[src/rtl/fsm_code_pkg.sv]
// Shared types and helpers for the encoded-state monitor.
package fsm_code_pkg;

    // Monitor FSM states; the unused encoding 2'b11 is treated as fail-secure.
    typedef enum logic [1:0] {
        MON_IDLE   = 2'd0,
        MON_TRACK  = 2'd1,
        MON_LOCKED = 2'd2
    } mon_state_e;

    // Position of the "well-formed" marker bit in the encoded state word.
    localparam int unsigned VALID_BIT = 2;

    // Legal moves of the observed state register from p to s.
    function automatic logic is_legal_transition(input logic [1:0] p, input logic [1:0] s);
        logic legal;
        legal = (s == p) ||
                (s == 2'd0) ||
                (p == 2'd0) ||
                ((p == 2'd3) && (s == 2'd2)) ||
                ((p == 2'd2) && (s == 2'd1));
        return legal;
    endfunction

endpackage

[src/rtl/fsm_code_err_counter.sv]
// Saturating violation counter with synchronous clear and lock-threshold compare.
module fsm_code_err_counter #(
    parameter int unsigned ERR_CNT_W      = 4,
    parameter int unsigned LOCK_THRESHOLD = 3
) (
    input  logic                 clk,
    input  logic                 rst_n,
    input  logic                 inc_i,
    input  logic                 clr_i,
    output logic [ERR_CNT_W-1:0] count_o,
    output logic                 hit_o
);

    localparam logic [ERR_CNT_W-1:0] CntMax = '1;
    localparam logic [ERR_CNT_W-1:0] Thresh = ERR_CNT_W'(LOCK_THRESHOLD);

    logic [ERR_CNT_W-1:0] cnt_q, cnt_d;
    logic [ERR_CNT_W-1:0] cnt_inc;

    // Next count; hit_o reports whether an increment this cycle would reach the threshold.
    always_comb begin
        cnt_inc = (cnt_q == CntMax) ? cnt_q : cnt_q + ERR_CNT_W'(1);
        hit_o   = (cnt_inc >= Thresh);
        cnt_d   = cnt_q;
        if (clr_i) begin
            cnt_d = '0;
        end else if (inc_i) begin
            cnt_d = cnt_inc;
        end
    end

    // Counter register.
    always_ff @(posedge clk or negedge rst_n) begin
        if (!rst_n) begin
            cnt_q <= '0;
        end else begin
            cnt_q <= cnt_d;
        end
    end

    assign count_o = cnt_q;

endmodule

[src/rtl/fsm_code_monitor.sv]
// Receiver-side checker for the {1'b1, state[1:0]} encoded state word: rejects malformed
// words and illegal transitions, counts violations and locks the consumer path.
module fsm_code_monitor
    import fsm_code_pkg::*;
#(
    parameter int unsigned ERR_CNT_W      = 4,
    parameter int unsigned LOCK_THRESHOLD = 3
) (
    input  logic                 clk,
    input  logic                 rst_n,
    input  logic                 in_valid,
    input  logic [2:0]           in_code,
    input  logic                 clear_lock,
    output logic [1:0]           state_out,
    output logic                 state_valid,
    output logic                 err_pulse,
    output logic [ERR_CNT_W-1:0] err_count,
    output logic                 locked
);

    mon_state_e st_q, st_d;
    logic [1:0] state_out_q, state_out_d;
    logic       state_valid_q, state_valid_d;
    logic       err_pulse_q, err_pulse_d;
    logic       locked_q, locked_d;

    logic       err;
    logic       err_inc;
    logic       cnt_clr;
    logic       cnt_hit;
    logic       code_ok;
    logic [1:0] code_s;

    assign code_s  = in_code[1:0];
    assign code_ok = in_code[VALID_BIT];

    fsm_code_err_counter #(
        .ERR_CNT_W      (ERR_CNT_W),
        .LOCK_THRESHOLD (LOCK_THRESHOLD)
    ) u_err_counter (
        .clk     (clk),
        .rst_n   (rst_n),
        .inc_i   (err_inc),
        .clr_i   (cnt_clr),
        .count_o (err_count),
        .hit_o   (cnt_hit)
    );

    // Next-state and registered-output logic.
    always_comb begin
        st_d          = st_q;
        state_out_d   = state_out_q;
        state_valid_d = state_valid_q;
        err_pulse_d   = 1'b0;
        locked_d      = locked_q;
        err           = 1'b0;
        err_inc       = 1'b0;
        cnt_clr       = 1'b0;

        if (clear_lock) begin
            // Clear wins over a same-cycle sample; the sample is dropped.
            cnt_clr = 1'b1;
            if (st_q == MON_LOCKED) begin
                st_d          = MON_IDLE;
                locked_d      = 1'b0;
                state_out_d   = 2'd0;
                state_valid_d = 1'b0;
            end
        end else begin
            case (st_q)
                MON_IDLE: begin
                    if (in_valid) begin
                        if (!code_ok) begin
                            err = 1'b1;
                        end else begin
                            // First reference sample: nothing to check against yet.
                            state_out_d   = code_s;
                            state_valid_d = 1'b1;
                            st_d          = MON_TRACK;
                        end
                    end
                end
                MON_TRACK: begin
                    if (in_valid) begin
                        if (!code_ok || !is_legal_transition(state_out_q, code_s)) begin
                            err = 1'b1;
                        end else begin
                            state_out_d = code_s;
                        end
                    end
                end
                MON_LOCKED: begin
                    // Samples ignored until clear_lock.
                    state_out_d   = 2'd0;
                    state_valid_d = 1'b0;
                    locked_d      = 1'b1;
                end
                default: begin
                    // Corrupted state register: fail secure.
                    st_d          = MON_LOCKED;
                    state_out_d   = 2'd0;
                    state_valid_d = 1'b0;
                    locked_d      = 1'b1;
                end
            endcase

            if (err) begin
                err_inc     = 1'b1;
                err_pulse_d = 1'b1;
                if (cnt_hit) begin
                    st_d          = MON_LOCKED;
                    state_out_d   = 2'd0;
                    state_valid_d = 1'b0;
                    locked_d      = 1'b1;
                end
            end
        end
    end

    // State and output registers.
    always_ff @(posedge clk or negedge rst_n) begin
        if (!rst_n) begin
            st_q          <= MON_IDLE;
            state_out_q   <= 2'd0;
            state_valid_q <= 1'b0;
            err_pulse_q   <= 1'b0;
            locked_q      <= 1'b0;
        end else begin
            st_q          <= st_d;
            state_out_q   <= state_out_d;
            state_valid_q <= state_valid_d;
            err_pulse_q   <= err_pulse_d;
            locked_q      <= locked_d;
        end
    end

    assign state_out   = state_out_q;
    assign state_valid = state_valid_q;
    assign err_pulse   = err_pulse_q;
    assign locked      = locked_q;

endmodule

[config.mk]
export PLATFORM = sky130hd
export DESIGN_NAME = fsm_code_monitor
export DESIGN_NICKNAME = d
export VERILOG_FILES = /design/src/rtl/fsm_code_pkg.sv /design/src/rtl/fsm_code_err_counter.sv /design/src/rtl/fsm_code_monitor.sv
export SDC_FILE = /design/constraint.sdc
export NUM_CORES = 1
export LEC_CHECK = 0
export BUFFER_PORTS_ARGS = -buffer_cell sky130_fd_sc_hd__buf_2
export CAP_MARGIN = 20
export CELL_PAD_IN_SITES_DETAIL_PLACEMENT = 1
export CELL_PAD_IN_SITES_GLOBAL_PLACEMENT = 1
export CORE_AREA = 2 2 54 46
export CTS_CLUSTER_SIZE = 14
export DETAILED_ROUTE_END_ITERATION = 16
export DIE_AREA = 0 0 56 48
export GPL_TIMING_DRIVEN = 0
export PLACE_DENSITY_LB_ADDON = 0.25
export RECOVER_POWER = 100
export SYNTH_ARGS = -nofsm -noshare
export SYNTH_HDL_FRONTEND = slang
export SYNTH_HIERARCHICAL = 1
export SYNTH_SLANG_ARGS = --single-unit
export TNS_END_PERCENT = 1
[constraint.sdc]
create_clock -name clk -period 1.73 [get_ports clk]
set_input_delay 0.2595 -clock clk [delete_from_list [all_inputs] [get_ports clk]]
set_output_delay 0.2595 -clock clk [all_outputs]
set_load 0.01 [all_outputs]
==> results by group <==
Routing
  – DRT antenna net count: 0
  – Via density: 5.51
  – Post-DR wirelength/cell: 15.5 um
  – Via count: 739
  – Starting DRT DRC Count: 17
  – DRC viols: 0
  – Drt pass-1 iters: 4
  – Post-Route WL: 2.07 mm

Floorplan
  – Ports: 16
  – Die X: 56 um
  – Total core area: 2100 um2
  – Initial Util: 0.340
  – Die Ht: 48 um
  – # rows: 15
  – Area of the die: 2690 um2

Power
  – Power Total: 1.11 mW
  – Pwr Density: 1110 nW/um2
  – Lkg Pwr: 0.410 nW
  – Peak supply drop: 0.000694 V

Setup path
  – Capture point of the worst reg-to-reg path: locked
  – Startpoint types: register
  – Critical Path Fanout Max: 6
  – Worst r2r src: u_err_counter/count_o[0]
  – Critical path arrival: 1950 ps
  – Worst setup EP type: register
  – WP data required: 1950 ps
  – R2R cell count: 8
  – Kind of critical path: reg2reg
  – Reg2reg setup slack: -3 ps

Global routing
  – Initial antenna violation count: 0
  – GRT overflow: 0
  – Vias in the first global route: 669
  – Global-route wire length before repair: 3.26 mm
  – Largest net degree at the start of global routing: 12
  – GRT Resource Usage Total: 0.167

Clock network
  – Clock sinks: 11
  – CTS tree: yes
  – Reg clk slew, reported paths: 70 ps
  – Total CTS buffers: 3
  – CTS max path bufs: 2
  – CTS H-tree lvls: 1
  – Clk_lat worst skew: 270 ps
  – Root Driver: clkbuf_4

Final layout
  – Register Area: 278 um2
  – Number of fill cells: 248
  – Post-Layout Cell Count: 134
  – Final Net Count: 118
  – Syn-to-layout area delta: 40.0%
  – Area of the multi-input gates: 464 um2
  – Ant diodes: 0
  – Layout cells sized above 1: 0.394
  – Finished Cell Area: 1000 um2

Status
  – Status: finished, violations left
  – Failing checks: setup timing

Synthesis
  – Mean cell area of the mapped netlist: 9.18 um2
  – Predominant post-synthesis flop cell: dfrtp_1
  – Area contributors post-synth: dfrtp_1, a21oi_1, nand2_1
  – Post-synth EDFFs: 0
  – Syn Std Cell Area: 716 um2
  – Post-Syn Nets: 86
  – Post-synth top area share: 0.385
  – Most frequent cell after synthesis: dfrtp_1
  – Post-synth top area cell: dfrtp_1
  – Netlist cell types: 35
  – Most frequent cells after synthesis: dfrtp_1, nand2_1, nor2_1
  – Yosys warns: 6
  – Yosys reg bits: 11
  – Synth Instances: 78
  – Sequential area share after synthesis: 0.385
  – FFs w/ async S/R, synth: 1.00

Worst hold path
  – HP Class: in2reg
  – Hold Path Origin: clear_lock
  – Worst Hold Depth: 2
  – Hold EP: u_err_counter/count_o[3]

Timing
  – Peak Freq: 577 MHz
  – Final period utilization: 1.00
  – Setup Viol. Count Final: 1
  – Minimum clock period: 1730 ps
  – Skew final: 2.19 ps
  – Slew @ Worst Pin: 625 ps
  – Rel. slew slack: 0.583
  – Slew Viols, Final: 0
  – Unrepaired setup endpoints after global routing: yes
  – Final WS setup: -3.38 ps
  – Hold WS: 245 ps
  – Hold Violations, Final: 0

Placement
  – Post-DP HPWL: 1.34 mm
  – Placed cell areas: 826 um2
  – RD Place Congestion: 0.675
  – Placed cell count: 118
  – Port-buffer cells: 15

Run
  – Max_cap viols: 0
placed cells by master, fill, tap and decap left out, drive strengths merged:
master       synthesis  layout
a22o                 1       1
nand2                7       7
a311o                2       2
nor3b                1       1
nand3                2       2
a21oi                6       6
mux2i                1       1
dfrtp               11      11
xnor2                1       1
o32a                 1       1
buf                  2      21
nand3b               2       2
o211ai               3       3
and4b                1       1
and2                 1       1
nand2b               2       2
nand4                1       1
o22ai                1       1
o2111ai              1       1
o2bb2ai              1       1
a31oi                3       3
nor2                 7       7
ha                   1       1
clkbuf               1      12
mux2                 1       1
dlygate4sd3          0       1
inv                  5       5
nor3                 3       3
o21ai                7       7
a221o                1       1
a211oi               1       1
area by class of cell:
class | count | area share
clock buffer | 4 | 0.0262
tap | 25 | 0.0312
timing repair buffer | 27 | 0.162
inverter | 5 | 0.0187
sequential | 11 | 0.277
buffer | 3 | 0.0212
multi-input combinational | 59 | 0.463
power breakdown:
| part | switching (mW) | total (mW) | internal (mW) |
|---|---|---|---|
| clock | 0.0870 | 0.176 | 0.0894 |
| combinational | 0.275 | 0.537 | 0.262 |
| sequential | 0.0797 | 0.400 | 0.321 |
kinds of logic (layout without fill, tap and decap cells):
family          Yosys count  in the layout  share of synthesized area
mux                       2              2                     0.0350
simple gates             27             27                      0.198
compound gates           28             28                      0.288
fa+ha+maj                 1              1                     0.0175
buf+inv                   8             39                     0.0542
flops                    11             11                      0.385
xor+xnor                  1              1                     0.0227
timing repair:
action                     4_1_cts  5_1_grt
setup endpoints to repair        7        9
hold endpoints to repair        11        0
pin swaps                        3        8
gates resized for setup          9        6
hold buffers                     1        0
buffers inserted                 5        6
worst max path at each step:
stage	startpoint	end	slack (ps)	depth (start not counted)
6_report	u_err_counter/count_o[0]	locked	-3	8
5_1_grt	state_out[1]	u_err_counter/count_o[0]	-90	7
4_1_cts	state_out[0]	u_err_counter/count_o[0]	-30	8
3_5_place_dp	state_out[0]	u_err_counter/count_o[0]	-220	8
3_3_place_gp	state_out[0]	u_err_counter/count_o[0]	-190	8
2_1_floorplan	state_out[0]	u_err_counter/count_o[0]	-60	8
flip-flops by register name, indices dropped and copies added, names as in the netlist:
name,count
u_err_counter/count_o,4
state_valid,1
state_out,2
st_q,2
err_pulse,1
locked,1
through the flow:
| stage | worst slack (ps) | setup TNS (ps) | utilization |
|---|---|---|---|
| floorplan | -59.6 | -59.6 | - |
| global placement | -188 | -423 | 0.393 |
| detailed placement | -216 | -665 | 0.393 |
| CTS | -26.3 | -69.1 | 0.449 |
| global route | -92.4 | -609 | 0.477 |
| finish | -3.38 | -3.38 | 0.477 |
critical path, cell delays in order (launching register included):
cell,delay [ps]
dfrtp_2,450
ha_4,200
nand2_1,80
a21oi_1,40
o21ai_1,150
nand2_1,110
a22o_2,280
nor3b_4,200
o32a_2,170
metal layers:
layer	up-vias	track usage	share of wire
li1	354	-	-
met1	368	0.223	0.47
met2	13	0.259	0.48
met3	4	0.0568	0.038
met4	0	0.0571	0.011
met5	-	0	0
(Power assumes the default switching activity.)
